**config.mk**
```make
export PLATFORM = sky130hd
export DESIGN_NAME = instr_fetch
export DESIGN_NICKNAME = d
export VERILOG_FILES = /design/src/rtl/instr_fetch.sv
export SDC_FILE = /design/constraint.sdc
export NUM_CORES = 1
export LEC_CHECK = 0
export ABC_CLOCK_PERIOD_IN_PS = 2410
export CAP_MARGIN = 20
export CORE_ASPECT_RATIO = 1.2
export CORE_MARGIN = 10
export CORE_UTILIZATION = 50
export DETAILED_ROUTE_END_ITERATION = 6
export PLACE_DENSITY = 0.77
export REMOVE_ABC_BUFFERS = 1
export SETUP_SLACK_MARGIN = 0.4
export SLEW_MARGIN = 25
export SYNTH_ARGS = -nofsm -noshare
export SYNTH_HDL_FRONTEND = slang
export SYNTH_SLANG_ARGS = --single-unit
```
**constraint.sdc**
```tcl
create_clock -name i_clk -period 2.41 [get_ports i_clk]
set_clock_uncertainty 0.2 [all_clocks]
set_input_delay 0.3615 -clock i_clk [delete_from_list [all_inputs] [get_ports i_clk]]
set_output_delay 0.3615 -clock i_clk [all_outputs]
set_load 0.05 [all_outputs]
```
**src/rtl/instr_fetch.sv**
```systemverilog
// Instruction fetch: PC, req/ack memory port, one-entry skid buffer and NOP fill.
// Optional FETCH_ALIGN_CHECK_EN adds a sticky misaligned-redirect halt and o_fetch_misaligned.
module instr_fetch #(
  parameter logic [31:0] RESET_PC = 32'h0000_0000
) (
  input  logic        i_clk,
  input  logic        i_rst_n,
  output logic        o_mem_req,
  output logic [31:0] o_mem_addr,
  input  logic        i_mem_ack,
  input  logic [31:0] i_mem_rdata,
  input  logic        i_redirect,
  input  logic [31:0] i_redirect_pc,
  input  logic        i_stall,
  output logic [31:0] o_instr,
  output logic [31:0] o_instr_pc,
  output logic        o_instr_valid
`ifdef FETCH_ALIGN_CHECK_EN
  ,
  output logic        o_fetch_misaligned
`endif
);

  localparam logic [31:0] NOP = 32'h0000_0013;

  logic        r_active;
  logic [31:0] r_pc;
  logic [31:0] r_pc_pend;
  logic        r_drop;
  logic [31:0] r_out_data;
  logic [31:0] r_out_pc;
  logic        r_out_valid;
  logic [31:0] r_skid_data;
  logic [31:0] r_skid_pc;
  logic        r_skid_valid;

  logic        w_halt;
  logic        w_ack;
  logic        w_keep;
  logic [31:0] w_redir_pc;

`ifdef FETCH_ALIGN_CHECK_EN
  logic r_misaligned;
  logic w_misalign;
  assign w_misalign         = i_redirect & (|i_redirect_pc[1:0]);
  assign w_halt             = r_misaligned;
  assign w_redir_pc         = i_redirect_pc;
  assign o_fetch_misaligned = r_misaligned;
`else
  assign w_halt     = 1'b0;
  assign w_redir_pc = i_redirect_pc & ~32'h3;
`endif

  // r_pc only moves on ack or an idle-port redirect, so the address is stable
  // for the whole life of a request; a redirect during one is parked in r_pc_pend.
  assign o_mem_req     = r_active & ~r_skid_valid & ~w_halt;
  assign o_mem_addr    = r_pc;
  assign w_ack         = o_mem_req & i_mem_ack;
  assign w_keep        = w_ack & ~r_drop;
  assign o_instr       = r_out_valid ? r_out_data : NOP;
  assign o_instr_pc    = r_out_pc;
  assign o_instr_valid = r_out_valid;

  always_ff @(posedge i_clk or negedge i_rst_n) begin
    if (!i_rst_n) begin
      r_active     <= 1'b0;
      r_pc         <= RESET_PC;
      r_pc_pend    <= RESET_PC;
      r_drop       <= 1'b0;
      r_out_data   <= NOP;
      r_out_pc     <= RESET_PC;
      r_out_valid  <= 1'b0;
      r_skid_data  <= NOP;
      r_skid_pc    <= RESET_PC;
      r_skid_valid <= 1'b0;
`ifdef FETCH_ALIGN_CHECK_EN
      r_misaligned <= 1'b0;
`endif
    end else begin
      r_active <= 1'b1;
      if (i_redirect) begin
        r_out_valid  <= 1'b0;
        r_skid_valid <= 1'b0;
        if (w_ack) begin
          r_pc   <= w_redir_pc;
          r_drop <= 1'b0;
        end else if (o_mem_req) begin
          r_drop    <= 1'b1;
          r_pc_pend <= w_redir_pc;
        end else begin
          r_pc <= w_redir_pc;
        end
`ifdef FETCH_ALIGN_CHECK_EN
        if (w_misalign) r_misaligned <= 1'b1;
`endif
      end else begin
        if (w_ack) begin
          if (r_drop) begin
            r_pc   <= r_pc_pend;
            r_drop <= 1'b0;
          end else begin
            r_pc <= r_pc + 32'd4;
          end
        end
        if (!i_stall) begin
          if (r_skid_valid) begin
            r_out_data   <= r_skid_data;
            r_out_pc     <= r_skid_pc;
            r_out_valid  <= 1'b1;
            r_skid_valid <= w_keep;
            if (w_keep) begin
              r_skid_data <= i_mem_rdata;
              r_skid_pc   <= r_pc;
            end
          end else if (w_keep) begin
            r_out_data  <= i_mem_rdata;
            r_out_pc    <= r_pc;
            r_out_valid <= 1'b1;
          end else begin
            r_out_valid <= 1'b0;
          end
        end else if (w_keep) begin
          if (!r_out_valid) begin
            r_out_data  <= i_mem_rdata;
            r_out_pc    <= r_pc;
            r_out_valid <= 1'b1;
          end else begin
            r_skid_data  <= i_mem_rdata;
            r_skid_pc    <= r_pc;
            r_skid_valid <= 1'b1;
          end
        end
      end
    end
  end

endmodule

```
==> results_dict.tcl, run 1 <==
set metrics [dict create \
    ys_dominant_reg_cell "dfrtp_1" \
    p_switching_mw 3.47 \
    grt_pass1_wl_um 40100 \
    post-dp-hpwl_um 16100 \
    max_freq_mhz 451 \
    clock_latency_ns 0.44 \
    tns_ns 0 \
    power_density_nw_per_um2 771 \
    worst_pin_slew_ns 0.619 \
    die_area_um2 23600 \
    final_common_cell "dfrtp_1" \
    syn2layout_area_growth_pct 45.8 \
    core_area_um2 17500 \
    vias 7300 \
    yosys_warnings 0 \
    multi_input_area_um2 4170 \
    crit_type "reg2reg" \
    syn_avg_cell_area_um2 11.2 \
    synth-seq-cells 188 \
    ant_nets 0 \
    r2r_slack_ns 0.19 \
    p_total_mw 10.0 \
    antenna_found_initial 0 \
    crit_required_ns 2.53 \
    worst_ep_arrival_time_ns 2.34 \
    status "completed" \
    grt_setup_unrepaired "true" \
    clockPowerShare_pct 30.6 \
    placementRows 53 \
    layout.nets 1101 \
    cap_violations 0 \
    final-seq-area_um2 4720 \
    first_pass_iters 5 \
    hold_start "r_out_data[0]" \
    clockBufferDepth 2 \
    wire_per_inst_um 22.0 \
    gp_congestion 0.837 \
    pin_count 167 \
    viasPerCell 5.78 \
    hold_depth 2 \
    reg2reg_depth 9 \
    critPathLaunchType "register" \
    layout-drive-gt1-share_pct 33.2 \
    pwr-share-comb_pct 28.3 \
    drtIter0Drc 596 \
    ys_seq_area_share_pct 52.8 \
    cts_root_buffer "clkbuf_16" \
    start_util_pct 51.0 \
    grt_usage_pct 21.1 \
    drc 0 \
    r2r_end "r_pc_pend[10]" \
    async_reset_ff_share_pct 100 \
    synth_cells 798 \
    leakagePower_nw 5.70 \
    synth_edf_count 0 \
    worstSetupEndpointType "register" \
    hold_path_end "r_out_data[0]" \
    io_buffers 160 \
    totalWireLength_um 27800 \
    overflow 0 \
    critical_path_peak_fanout 5 \
    final-hold-violation-count 0 \
    drv_slew 0 \
    setup_viol 0 \
    ys_types 57 \
    clk_pin_slew_worst_paths_ns 0.07 \
    numClockSinks 188 \
    most-common-layout-cells "dfrtp_1 (173), nand2_1 (87), mux2_2 (67), buf_4 (67), clkdlybuf4s50_1 (63)" \
    cts_tree "done" \
    cts_inserted_buffers 17 \
    slew_headroom_pct 58.7 \
    fill_cells 1157 \
    grt_pass1_vias 7284 \
    setup_slack_ns 0.191 \
    antenna_cells 0 \
    post-place-ws_ns -0.388 \
    synth_area_um2 8930 \
    fin_crit_sh_pct 92.1 \
    p_int_mw 6.56 \
    switching_share_pct 34.6 \
    hold_class "reg2reg" \
    die_h_um 166 \
    vdd_drop_max_mv 0.555 \
    rr_startpoint "r_skid_valid" \
    h-tree-depth 4 \
    min_period_ns 2.22 \
    seq_power_share_pct 41.1 \
    grt_start_max_net_pins 77 \
    chipWidth_um 142 \
]
## critical path: stages (launching register included)
cell,delay [ns]
dfrtp_2,0.43
buf_4,0.16
nor2b_4,0.13
buf_6,0.12
buf_4,0.10
nand2_2,0.07
nor2_4,0.16
buf_12,0.13
bufbuf_16,0.26
mux2_2,0.34
## registers in the layout (all words and copies together), names as in the netlist
signal         count
r_drop             1
o_instr_valid      1
r_skid_pc         30
r_pc_pend         30
o_mem_addr        30
r_active           1
r_skid_valid       1
r_out_data        32
r_skid_data       32
o_instr_pc        30
## per-layer routing
layer  track usage (%)  vias up  share of wire [%]
li1                  -     3290                  -
met1              26.3     3623                 40
met2              34.4      325                 51
met3              5.75       62                7.1
met4              7.12        0                2.4
met5                 0        -                  0
## power groups by stage
stage | sequential (mW) | clock (mW) | combinational (mW)
floorplan | 4.90 | 0 | 0.805
global placement | 4.12 | 0 | 2.70
detailed placement | 4.15 | 0 | 2.75
CTS | 4.09 | 3.09 | 2.73
global route | 4.19 | 3.24 | 3.01
finish | 4.12 | 3.07 | 2.84
## what timing repair did
item,4_1_cts,5_1_grt
setup endpoints to repair,264,201
buffers inserted,25,12
gates cloned,10,8
hold buffers,1,0
pin swaps,7,13
gates resized for setup,167,65
endpoints found under the hold margin,61,0
## how the worst max path moves through the flow
stage / from / endpoint / slack [ns] / depth (start not counted)
floorplan: i_stall / o_instr_pc[10] / -1.92 / 4
global placement: i_redirect / r_skid_data[30] / -0.28 / 7
detailed placement: i_redirect / r_skid_data[30] / -0.39 / 7
CTS: r_skid_valid / r_skid_data[31] / 0.21 / 9
global route: r_skid_valid / r_pc_pend[10] / 0.16 / 9
finish: r_skid_valid / r_pc_pend[10] / 0.19 / 9
## synthesized netlist by cell type, types with 4 or more instances
master | count | area share (%)
clkbuf_1 | 18 | 0.76
dfrtp_1 | 182 | 51
buf_1 | 4 | 0.17
xnor2_1 | 16 | 1.6
nand2b_1 | 6 | 0.42
a221oi_1 | 5 | 0.49
and4_1 | 5 | 0.49
mux2i_1 | 63 | 7.1
mux2_1 | 4 | 0.50
xor2_1 | 7 | 0.69
nor3_1 | 9 | 0.50
and3_1 | 7 | 0.49
a21oi_1 | 22 | 1.2
dfstp_2 | 6 | 1.8
mux2_2 | 88 | 11
o211ai_1 | 6 | 0.50
nor2_1 | 22 | 0.92
buf_6 | 5 | 0.63
buf_2 | 19 | 1.1
o21ai_1 | 14 | 0.78
buf_4 | 14 | 1.2
a32o_1 | 7 | 0.78
nand3_1 | 15 | 0.84
nand4_1 | 5 | 0.35
and2_1 | 33 | 2.3
o21ai_0 | 75 | 4.2
o22ai_1 | 5 | 0.35
nand2_1 | 88 | 3.7
inv_1 | 9 | 0.38
## area by class of cell
type | count | share of cell area, %
multi-input cells | 545 | 32.0
clock inverters | 14 | 1.58
repair buffers | 270 | 24.4
clock buffers | 18 | 3.30
well taps | 220 | 2.12
flip-flops and latches | 188 | 36.3
inverters | 9 | 0.260
## through the flow
step / hold slack, ns / cells / cell area, um^2 / utilization (%)
final: 0.263 / 1264 / 13000 / 74.3
after global routing: 0.290 / 1264 / 13000 / 74.3
after CTS: 0.267 / 1244 / 12600 / 72.0
after detailed placement: 0.202 / 1176 / 11300 / 64.5
after global placement: 0.207 / 1176 / 11300 / 64.5
after floorplan: -0.134 / 740 / 8600 / -
## kinds of logic after synthesis
group	count (synthesis)	synth area share, %
flip-flops	188	52.8
buffers and inverters	70	4.23
AO/OA/AOI/OAI	155	10.5
AND/OR/NAND/NOR	204	11.3
XOR/XNOR	23	2.26
other	2	0.0841
multiplexers	155	18.7
adder cells (fa/ha/maj)	1	0.140
No activity file was read; power rests on OpenSTA's default activity.
==> inputs of run 2 (changes only) <==
--- a/config.mk
+++ b/config.mk
@@ -18,3 +18,4 @@
 export SYNTH_ARGS = -nofsm -noshare
 export SYNTH_HDL_FRONTEND = slang
 export SYNTH_SLANG_ARGS = --single-unit
+export TNS_END_PERCENT = 5
==> run 2 against run 1 <==
Clock power barely moved. Sequential share of layout area increased by 2.5 points. Global-route usage shrank 1.9 points. Maximum frequency barely moved. Die area unchanged. Routed wire length decreased by 15%. Setup slack got worse by 0.0014 ns. Sequential power hardly changed. Utilization fell by 4.9 points. Combinational power fell by 4%. Cell area is 6.6% lower. Final cell count shrank 3.5%. Highest routed layer unchanged.
==> results_dict.tcl, run 2 (same netlist as run 1, synthesis figures left out) <==
set metrics [dict create \
    syn2layout_area_growth_pct 36.2 \
    worst_ep_arrival_time_ns 1.66 \
    viasPerCell 5.52 \
    drc 0 \
    rr_startpoint "o_mem_addr[12]" \
    vias 6734 \
    hold_start "r_out_data[0]" \
    numClockSinks 188 \
    dp.cells 1176 \
    dpl_cell_area_um2 11300 \
    final_common_cell "dfrtp_1" \
    die_h_um 166 \
    start_util_pct 51.0 \
    cts_inserted_buffers 17 \
    p_total_mw 9.86 \
    clockBufferDepth 2 \
    cts_root_buffer "clkbuf_16" \
    r2r_slack_ns 0.20 \
    layout.nets 1056 \
    placementRows 53 \
    pin_count 167 \
    grt_start_max_net_pins 77 \
    die_area_um2 23600 \
    crit_family "buffers and inverters" \
    first_pass_iters 5 \
    wl_met1_um 9940 \
    postLayoutCoreUtil_pct 69.4 \
    layout-drive-gt1-share_pct 25.2 \
    drv_slew 0 \
    design_area_um2 12200 \
    ant_nets 0 \
    max_freq_mhz 450 \
    top_regs "r_out_data: 32 flops, r_skid_data: 32 flops" \
    gp_congestion 0.837 \
    final-hold-violation-count 0 \
    status "completed" \
    highest_layer "met4" \
    r2r_end "o_mem_addr[31]" \
    wire_per_inst_um 19.3 \
    post-dp-hpwl_um 16100 \
    hold_class "reg2reg" \
    grt_usage_pct 19.2 \
    critical_path_peak_fanout 3 \
    cap_violations 0 \
    grt_pass1_wl_um 36700 \
    hold_depth 2 \
    min_period_ns 2.22 \
    io_buffers 160 \
    most-common-layout-cells "dfrtp_1 (181), clkdlybuf4s50_1 (99), nand2_1 (88), mux2_2 (81), o21ai_0 (75)" \
    setup_viol 0 \
    totalWireLength_um 23600 \
    core_area_um2 17500 \
    cp_slowest_cell "clkdlybuf4s50_1" \
    reg2reg_depth 5 \
    clk_pin_slew_worst_paths_ns 0.07 \
    tns_ns 0 \
    overflow 0 \
    hold_path_end "r_out_data[0]" \
    cp_slowest_stage_delay_ns 0.83 \
    grt_setup_unrepaired "true" \
    crit_type "reg2out" \
    chipWidth_um 142 \
    h-tree-depth 4 \
    crit_required_ns 1.85 \
    path_cells "clkdlybuf4s50_1" \
    vdd_drop_max_mv 0.518 \
    route.met2.wl_um 11800 \
    worstSetupEndpointType "primary output" \
    drtIter0Drc 550 \
    worst_pin_slew_ns 0.590 \
    leakagePower_nw 5.22 \
    antenna_found_initial 1 \
    slew_headroom_pct 60.7 \
    cts_tree "done" \
    grt_pass1_vias 6813 \
    power_density_nw_per_um2 811 \
    stdcell_count 1220 \
    critPathBufInv 1 \
    critPathLaunchType "register" \
    route.met3.wl_um 1460 \
    clock_latency_ns 0.44 \
    fin_crit_sh_pct 92.2 \
]
==> run 2: how the worst max path moves through the flow <==
stage / startpoint / end / depth (start not counted)
global placement: i_redirect / r_skid_data[30] / 7
detailed placement: i_redirect / r_skid_data[30] / 7
CTS: i_redirect / r_skid_data[30] / 7
global route: r_skid_valid / r_skid_data[17] / 7
finish: o_mem_addr[9] / o_mem_addr[9] / 1
floorplan: i_stall / o_instr_pc[10] / 4
==> run 2: power breakdown <==
part	switching (mW)	leakage (nW)	internal, mW
combinational	1.66	2.54	1.06
sequential	0.378	2.39	3.72
clock	1.29	0.297	1.76
==> run 2: per-layer routing <==
metal	up-vias	global-route usage, %
li1	3185	-
met1	3327	24.5
met2	200	31.0
met3	22	4.98
met4	0	5.79
met5	-	0
==> run 2: stage by stage <==
| stage | worst slack (ns) | hold slack (ns) |
|---|---|---|
| after CTS | 0.131 | 0.267 |
| after global placement | -0.283 | 0.207 |
| after detailed placement | -0.388 | 0.202 |
| after global routing | 0.136 | 0.290 |
| final | 0.189 | 0.263 |
| after floorplan | -1.92 | -0.134 |
==> run 2: area by class of cell <==
type                    instances  area, um^2
fillers                      1319        5350
flip-flops and latches        188        4710
multi-input cells             543        3900
repair buffers                227        2600
clock buffers                  18         429
well taps                     220         275
clock inverters                14         205
inverters                       9        33.8
diodes                          1        2.50
==> run 2: timing repair <==
action / CTS / global route
cloned: 0 / 5
resized for setup: 47 / 17
endpoints found under the setup margin: 264 / 262
hold buffers: 1 / 0
setup buffers: 0 / 5
hold endpoints to repair: 61 / 0
==> run 2: worst min-delay path, delay by kind of cell, from the launching register on <==
family	cells	cell delay, ns
AO/OA/AOI/OAI	1	0.05
flip-flops	1	0.37
AND/OR/NAND/NOR	1	0.04
==> inputs of run 3 (changes only) <==
--- a/config.mk
+++ b/config.mk
@@ -9,9 +9,10 @@
 export CAP_MARGIN = 20
 export CORE_ASPECT_RATIO = 1.2
 export CORE_MARGIN = 10
-export CORE_UTILIZATION = 50
+export CORE_UTILIZATION = 52
 export DETAILED_ROUTE_END_ITERATION = 6
-export PLACE_DENSITY = 0.77
+export HOLD_SLACK_MARGIN = 0.08
+export PLACE_DENSITY = 0.8
 export REMOVE_ABC_BUFFERS = 1
 export SETUP_SLACK_MARGIN = 0.4
 export SLEW_MARGIN = 25
==> run 3 against run 2 <==
Non-clock buffer count rose by 4. Hold slack got worse by 0.021 ns. Register-to-register slack got worse by 0.04 ns. Cell area rose by 0.20%. Critical path type is now reg2reg. Critical endpoint is now r_skid_data[31]. Largest cell class unchanged. Highest routed layer unchanged.
==> results_dict.tcl, run 3 (same netlist as run 1, synthesis figures left out) <==
set metrics [dict create \
    status "completed" \
    crit_type "reg2reg" \
    critical_path_peak_fanout 9 \
    drv_slew 0 \
    ant_nets 0 \
    drtIter0Drc 531 \
    drc 0 \
    final_common_cell "dfrtp_1" \
    start_util_pct 53.0 \
    critPathLaunchType "register" \
    power_density_nw_per_um2 784 \
    clock_latency_ns 0.42 \
    cts_root_buffer "clkbuf_16" \
    r2r_slack_ns 0.16 \
    p_total_mw 9.55 \
    worst_pin_slew_ns 0.568 \
    grt_pass1_wl_um 37100 \
    numClockSinks 188 \
    clk_pin_slew_worst_paths_ns 0.07 \
    placementRows 52 \
    grt_pass1_vias 7058 \
    reg2reg_depth 7 \
    chipWidth_um 140 \
    pwr-share-comb_pct 29.2 \
    stdcell_count 1219 \
    seq_power_share_pct 42.8 \
    p_int_mw 6.29 \
    h-tree-depth 4 \
    core_area_um2 16900 \
    hold_depth 3 \
    worst_ep_arrival_time_ns 2.36 \
    most-common-layout-cells "dfrtp_1 (174), clkdlybuf4s50_1 (99), nand2_1 (88), mux2_2 (80), o21ai_0 (75)" \
    fill_cells 1220 \
    design_area_um2 12200 \
    leakagePower_nw 5.23 \
    cts_inserted_buffers 17 \
    vias 6875 \
    final-hold-violation-count 0 \
    post-dp-hpwl_um 16300 \
    overflow 0 \
    worstSetupEndpointType "register" \
    dpl_cell_area_um2 11300 \
    fin_crit_sh_pct 93.4 \
    viasPerCell 5.64 \
    gp_congestion 0.835 \
    hold_path_end "r_drop" \
    setup_viol 0 \
    r2r_end "r_skid_data[31]" \
    rr_startpoint "r_skid_valid" \
    hold_start "i_mem_ack" \
    die_area_um2 22800 \
    top_regs "r_out_data: 32 flops, r_skid_data: 32 flops" \
    switching_share_pct 34.2 \
    wire_per_inst_um 19.6 \
    layout.nets 1060 \
    crit_required_ns 2.52 \
    hold_class "in2reg" \
    grt_usage_pct 20.0 \
    cts_tree "done" \
    grt_setup_unrepaired "true" \
    io_buffers 160 \
    crit_path_start "r_skid_valid" \
    die_h_um 164 \
    antenna_cells 0 \
    max_freq_mhz 444 \
    syn2layout_area_growth_pct 36.4 \
    clockBufferDepth 2 \
    holdWs_ns 0.242 \
    layout-drive-gt1-share_pct 26.5 \
    pin_count 167 \
    antenna_found_initial 0 \
    totalWireLength_um 23900 \
    first_pass_iters 4 \
    vdd_drop_max_mv 0.481 \
    slew_headroom_pct 62.0 \
    p_switching_mw 3.26 \
    dp.cells 1176 \
    grt_start_max_net_pins 60 \
    min_period_ns 2.25 \
    postLayoutCoreUtil_pct 72.3 \
    cap_violations 0 \
    clockPowerShare_pct 27.9 \
]
==> run 3: cell count changes in the layout (fill, tap and decap cells not counted), sizes merged <==
cell          previous run  this run
bufinv                   4         1
clkbuf                  22        26
inv                     15         9
dlymetal6s2s             2         3
clkinv                   0         5
diode                    1         0
buf                     99       101
dlygate4sd2             10        11
==> run 3: cell type report <==
class | instances | area [um^2] | share of cell area, %
Timing Repair Buffer | 231 | 2660 | 21.8
Clock inverter | 10 | 92.6 | 0.760
Clock buffer | 22 | 464 | 3.81
Inverter | 9 | 33.8 | 0.277
Sequential cell | 188 | 4720 | 38.8
Tap cell | 216 | 270 | 2.22
Multi-Input combinational cell | 543 | 3940 | 32.3
==> run 3: worst max-delay path, stage by stage (launching register included) <==
cell	delay [ns]
dfrtp_2	0.46
nor4bb_4	0.31
buf_4	0.17
nand2_4	0.05
a21oi_4	0.24
buf_6	0.19
clkbuf_16	0.17
mux2_2	0.33
==> run 3: worst max-delay path by stage <==
stage	endpoint	slack (ns)	cells after the start
final	r_skid_data[31]	0.16	7
after floorplan	o_instr_pc[10]	-1.92	4
after global routing	r_skid_data[31]	0.10	7
after global placement	o_mem_addr[29]	-0.23	5
after CTS	o_mem_addr[31]	0.12	1
after detailed placement	r_skid_pc[20]	-0.23	7
==> run 3: through the flow <==
| stage | setup WS [ns] | TNS (ns) |
|---|---|---|
| 2_1_floorplan | -1.92 | -229.75 |
| 3_3_place_gp | -0.227 | -22.13 |
| 3_5_place_dp | -0.226 | -26.66 |
| 4_1_cts | 0.124 | 0 |
| 5_1_grt | 0.101 | 0 |
| 6_report | 0.160 | 0 |
==> run 3: metal layers <==
layer	global-route usage (%)	wire length, um	up-vias
li1	-	-	3190
met1	24.2	9830	3397
met2	33.9	12300	254
met3	4.30	1380	34
met4	8.41	480	0
met5	0	0	-
==> run 3: power groups by stage <==
stage                     combinational [mW]  sequential (mW)  clock (mW)
final                                   2.79             4.09        2.67
after floorplan                        0.805             4.90           0
after detailed placement                2.79             4.14           0
after global placement                  2.74             4.10           0
after global routing                    2.99             4.16        2.84
after CTS                               2.78             4.08        2.69
==> run 3: timing repair <==
item,in CTS,in global routing
pin swaps,0,3
hold buffers,1,0
setup buffers,0,7
endpoints found under the setup margin,268,264
gates resized for setup,47,38
cloned,0,3
hold endpoints to repair,52,0
